==> config.mk <==
export PLATFORM = sky130hd
export DESIGN_NAME = uart_tx_scheduler
export DESIGN_NICKNAME = d
export VERILOG_FILES = /design/src/rtl/uart_sched_pkg.sv /design/src/rtl/rr_arbiter.sv /design/src/rtl/uart_tx_scheduler.sv
export SDC_FILE = /design/constraint.sdc
export NUM_CORES = 1
export LEC_CHECK = 0
export CAP_MARGIN = 20
export CORE_MARGIN = 2
export CORE_UTILIZATION = 25
export DETAILED_ROUTE_END_ITERATION = 7
export HOLD_SLACK_MARGIN = 0.08
export SLEW_MARGIN = 20
export SYNTH_ARGS = -nofsm -noshare
export SYNTH_HDL_FRONTEND = slang
export SYNTH_SLANG_ARGS = --single-unit
==> constraint.sdc <==
create_clock -name clk -period 2.11 [get_ports clk]
set_input_delay 0.3165 -clock clk [delete_from_list [all_inputs] [get_ports clk]]
set_output_delay 0.3165 -clock clk [all_outputs]
set_load 0.03 [all_outputs]
==> src/rtl/uart_sched_pkg.sv <==
// Shared types and constants for the UART transmit scheduler.
// The scheduler multiplexes several word-sized requesters onto a single
// byte-wide uart_tx, sending each word least-significant byte first.
package uart_sched_pkg;

    // Width of one UART character.
    localparam int BYTE_W  = 8;
    // Default word width; must be a multiple of BYTE_W.
    localparam int WORD_W  = 32;
    // Default number of requesters sharing the transmitter.
    localparam int NUM_REQ = 4;

    // Scheduler states.
    //   S_IDLE  : waiting for any requester, arbitration happens here
    //   S_START : present the current byte and fire the uart_tx start pulse
    //   S_WAIT  : wait for uart_tx to finish the stop bit
    //   S_ACK   : acknowledge the requester whose word has gone out
    typedef enum logic [1:0] {
        S_IDLE  = 2'd0,
        S_START = 2'd1,
        S_WAIT  = 2'd2,
        S_ACK   = 2'd3
    } sched_state_e;

    // Index width for a count of n items, never narrower than one bit.
    function automatic int idx_width(input int n);
        return (n > 1) ? $clog2(n) : 1;
    endfunction

endpackage

==> src/rtl/rr_arbiter.sv <==
// Combinational round-robin picker. The search starts at the requester
// just after last_grant and wraps around, so the most recently served
// requester has the lowest priority and nobody can be starved.
module rr_arbiter
    import uart_sched_pkg::*;
#(
    parameter  int NUM_REQ = uart_sched_pkg::NUM_REQ,
    localparam int ID_W    = idx_width(NUM_REQ)
) (
    input  logic [NUM_REQ-1:0] req,
    input  logic [ID_W-1:0]    last_grant,
    output logic               valid,
    output logic [ID_W-1:0]    idx
);

    // Walk the requesters in rotated order and keep the first one asking.
    always_comb begin : p_pick
        logic [ID_W-1:0] cand;
        logic            hit;
        valid = 1'b0;
        idx   = '0;
        cand  = '0;
        hit   = 1'b0;
        for (int k = 1; k <= NUM_REQ; k++) begin
            cand  = ID_W'((int'(last_grant) + k) % NUM_REQ);
            hit   = !valid && req[cand];
            idx   = hit ? cand : idx;
            valid = valid | hit;
        end
    end

endmodule

==> src/rtl/uart_tx_scheduler.sv <==
// UART transmit scheduler: grants one requester at a time (round-robin),
// latches its word, and feeds it byte by byte (LSB byte first) to an
// external uart_tx through a start/done handshake. A one-cycle ack pulse
// tells the requester when its whole word has been transmitted.
module uart_tx_scheduler
    import uart_sched_pkg::*;
#(
    parameter  int NUM_REQ = uart_sched_pkg::NUM_REQ,
    parameter  int WORD_W  = uart_sched_pkg::WORD_W,
    localparam int ID_W    = idx_width(NUM_REQ)
) (
    input  logic                      clk,
    input  logic                      reset,
    input  logic [NUM_REQ-1:0]        req,
    input  logic [NUM_REQ*WORD_W-1:0] data_in,
    output logic [NUM_REQ-1:0]        ack,
    output logic                      busy,
    output logic [ID_W-1:0]           grant_id,
    output logic                      tx_start,
    output logic [BYTE_W-1:0]         tx_byte,
    input  logic                      tx_done
);

    localparam int                NUM_BYTES = WORD_W / BYTE_W;
    localparam int                CNT_W     = idx_width(NUM_BYTES);
    localparam logic [CNT_W-1:0]  LAST_BYTE = CNT_W'(NUM_BYTES - 1);
    localparam logic [ID_W-1:0]   LAST_REQ  = ID_W'(NUM_REQ - 1);

    sched_state_e         state_q;
    logic [WORD_W-1:0]    shift_q;
    logic [CNT_W-1:0]     byte_cnt_q;
    logic [ID_W-1:0]      last_grant_q;
    logic [ID_W-1:0]      grant_id_q;
    logic                 tx_start_q;
    logic [BYTE_W-1:0]    tx_byte_q;
    logic [NUM_REQ-1:0]   ack_q;
    logic                 busy_q;

    logic                 arb_valid;
    logic [ID_W-1:0]      arb_idx;
    logic [WORD_W-1:0]    sel_word;

    rr_arbiter #(
        .NUM_REQ    (NUM_REQ)
    ) u_arb (
        .req        (req),
        .last_grant (last_grant_q),
        .valid      (arb_valid),
        .idx        (arb_idx)
    );

    // Word of the requester the arbiter is currently pointing at.
    always_comb begin
        sel_word = data_in[arb_idx*WORD_W +: WORD_W];
    end

    // Scheduler FSM with serializer; every output is a register.
    // tx_start and ack default low so they can only ever be single-cycle.
    always_ff @(posedge clk) begin
        if (reset) begin
            state_q      <= S_IDLE;
            shift_q      <= '0;
            byte_cnt_q   <= '0;
            last_grant_q <= LAST_REQ;
            grant_id_q   <= '0;
            tx_start_q   <= 1'b0;
            tx_byte_q    <= '0;
            ack_q        <= '0;
            busy_q       <= 1'b0;
        end else begin
            tx_start_q <= 1'b0;
            ack_q      <= '0;
            case (state_q)
                S_IDLE: begin
                    if (arb_valid) begin
                        // Latch the word now: later req/data changes are ignored.
                        shift_q    <= sel_word;
                        grant_id_q <= arb_idx;
                        byte_cnt_q <= '0;
                        busy_q     <= 1'b1;
                        state_q    <= S_START;
                    end else begin
                        busy_q     <= 1'b0;
                        state_q    <= S_IDLE;
                    end
                end
                S_START: begin
                    tx_start_q <= 1'b1;
                    tx_byte_q  <= shift_q[BYTE_W-1:0];
                    state_q    <= S_WAIT;
                end
                S_WAIT: begin
                    if (tx_done) begin
                        if (byte_cnt_q == LAST_BYTE) begin
                            // ack is visible for the whole ACK state.
                            ack_q   <= NUM_REQ'(1'b1) << grant_id_q;
                            state_q <= S_ACK;
                        end else begin
                            shift_q    <= shift_q >> BYTE_W;
                            byte_cnt_q <= byte_cnt_q + 1'b1;
                            state_q    <= S_START;
                        end
                    end else begin
                        state_q <= S_WAIT;
                    end
                end
                S_ACK: begin
                    // Served requester drops to lowest priority next round.
                    last_grant_q <= grant_id_q;
                    busy_q       <= 1'b0;
                    state_q      <= S_IDLE;
                end
                default: begin
                    busy_q  <= 1'b0;
                    state_q <= S_IDLE;
                end
            endcase
        end
    end

    assign ack      = ack_q;
    assign busy     = busy_q;
    assign grant_id = grant_id_q;
    assign tx_start = tx_start_q;
    assign tx_byte  = tx_byte_q;

endmodule
==> metrics <==
cell-internal power 2140 uW; average routed wire per standard cell 15.7 um; HPWL after DPL 9770 um; # diodes 0; Peak Freq 499 MHz; Bufs on Longest Clock Path 2; Starting Density 25.5%; top post-synthesis cells by area dfxtp_1, a31oi_1, and4_1, o21ai_0, inv_1; routability cong. 0.766; Netlist cell types 35; Detailed Route WL 12700 um; Final Hold Viols 0; Reg area 1080 sq um; crit-path leading delay family buffers and inverters; Final Cell Area 5790 sq um; CP max stage cell clkdlybuf4s50_1; DRC viols 0; critical path, cell by cell clkdlybuf4s50_1 > buf_4 > nor2b_1 > o21ai_4 > buf_12 > buf_4 > nand4_1 > o21ai_0; DRT antenna net count 0; share of layout cells above drive strength 1 9.09%; register area share after synthesis 29.4%; M1 WL 5680 um; Max FO, Critical Path 45; top cell type's share of synthesized area 29.4%; postcts setup bufs 0; VDD IR max 0.000334 V; DR WL met2 6200 um; core footprint 14400 sq um; Die Height 125 um; CTS buffer count 5; row count 44; DRT Pass-1 Iters 5; Final Max Slew Viols 0; final worst path period share 94.9%; CTS tree built; Top FF cell, synth dfxtp_1; peak per-stage delay on the critical path 430 ps; synth cell count leaders a31oi_1, o21ai_0, dfxtp_1, inv_1, and4_1; initial antenna violation count 0; GRT overflow 0; final setup violation count 0; number of flops mapped to enable cells by yosys 0; crit path buf inv count 4; # port buffers 150; Arr. time, crit path 2210 ps; RSZ-0062 raised after global routing yes; status completed; clock power share 27.9%; Post-Synthesis Cells 485; setup TNS 0 ps; Flop pwr share 39.0%; global-route wire length before repair 20300 um; share of flip-flops with an asynchronous set or reset 0%; chip width 125 um; Root Buffer clkbuf_16; largest net degree at the start of global routing 51; Hold Crit Class reg -> reg; vias in the first global route 4024; data required time of the worst path 2320 ps; initial drt markers 190; Max transition margin 61.9%; IO Count 151; dominant cell type by area after synthesis dfxtp_1; met3 WL 582 um; Synth Area per Inst 7.57 sq um; register bit total from synthesis 54; worst skew pair latency 300 ps; final critical-path required period 2000 ps; Area after DPL 5630 sq um; Setup CP Type in -> reg; final core occ 40.1%; crit path capture type flop; cell area after synthesis 3670 sq um; H-tree level count 2; Filler Cell Count 1459; area grow syn2layout 57.6%; Max-Cap Viols 0; switching share of power 30.5%; Comb power frac 33.2%; number of vias per cell 5.10; Worst Tran Pin Value 572 ps; total leakage power 0.00226 uW; area of the multi-input gates 2220 sq um; CTS sink count 54; via count 4134; Warnings, synthesis 0; critical path's most frequent cell buf_4; crit start category primary input; clock transition at the registers of the reported paths 70 ps; Switching Power 938 uW; most frequent cell after synthesis a31oi_1; Layout Skew 7.01 ps; layout net count 767; Synthesized Nets 626; GR Util All Layers 15.6%; Die Area 15700 sq um; Reg2Reg Setup Slack 190 ps; top routing layer used met4; P per Cell Area 531 nW/um^2
## power groups by stage
stage | Clock (uW) | Combinational (uW) | Sequential [uW]
3_5_place_dp | 0 | 1020 | 1220
6_report | 857 | 1020 | 1200
4_1_cts | 873 | 1030 | 1200
2_1_floorplan | 0 | 482 | 1230
3_3_place_gp | 0 | 1010 | 1210
5_1_grt | 919 | 1120 | 1210
## stage by stage
stage,hold WS [ps],worst slack (ps),total power [uW],cells
global route,487,-31.7,3250,811
CTS,465,118,3100,811
finish,462,107,3070,811
detailed placement,455,-170,2240,803
floorplan,436,249,1710,485
global placement,442,-108,2220,803
## final cells by class
class	instances	area share, %
Clock buffer	5	2.16
Clock inverter	3	0.497
Inverter	54	3.50
Multi-Input combinational cell	327	38.4
Sequential cell	54	18.7
Tap cell	184	3.98
Timing Repair Buffer	184	32.7
## cell families after synthesis
family / count (synthesis) / synth area share [%]
simple gates: 97 / 18.5
buf+inv: 104 / 11.2
fa+ha+maj: 6 / 2.04
flops: 54 / 29.4
compound gates: 199 / 31.6
mux: 25 / 7.19
## registers in the layout, indices dropped and copies added, names as in the netlist
| signal | cells |
|---|---|
| ack | 4 |
| busy | 1 |
| byte_cnt_q | 2 |
| grant_id | 2 |
| last_grant_q | 2 |
| shift_q | 32 |
| state_q | 2 |
| tx_byte | 8 |
| tx_start | 1 |
## what timing repair did
item / 4_1_cts / 5_1_grt
endpoints found under the hold margin: 0 / 0
setup endpoints to repair: 0 / 7
gates resized for setup: 0 / 3
hold buffers: 0 / 0
## metal layers
metal  vias up  global-route usage, %
met1      1914                   19.7
met3        17                   2.27
met4         0                   4.25
met5         -                      0
met2       109                   27.8
li1       2094                      -
## worst paths after layout
path                 startpoint            end  cells after the start
setup / recovery         req[1]    shift_q[27]                      8
setup reg to reg     state_q[0]    shift_q[27]                      8
hold reg to reg   byte_cnt_q[1]  byte_cnt_q[1]                      2
hold / removal    byte_cnt_q[1]  byte_cnt_q[1]                      2
## layout by cell type (no fill, tap or decap), types with 14 or more instances in the layout
cell type,n
clkdlybuf4s50_1,150
buf_4,23
a31oi_1,72
a21oi_1,31
o21ai_0,62
dfxtp_1,54
nor2_1,14
and4_1,48
mux2i_1,17
inv_1,54
## tightest hold or removal path: cells and delay by family, from the launching register on
kind / cells / cell delay, ps
DFF: 1 / 320
AOI/OAI and AO/OA: 1 / 50
and+or+nand+nor: 1 / 50
No activity file was read; power rests on OpenSTA's default activity.
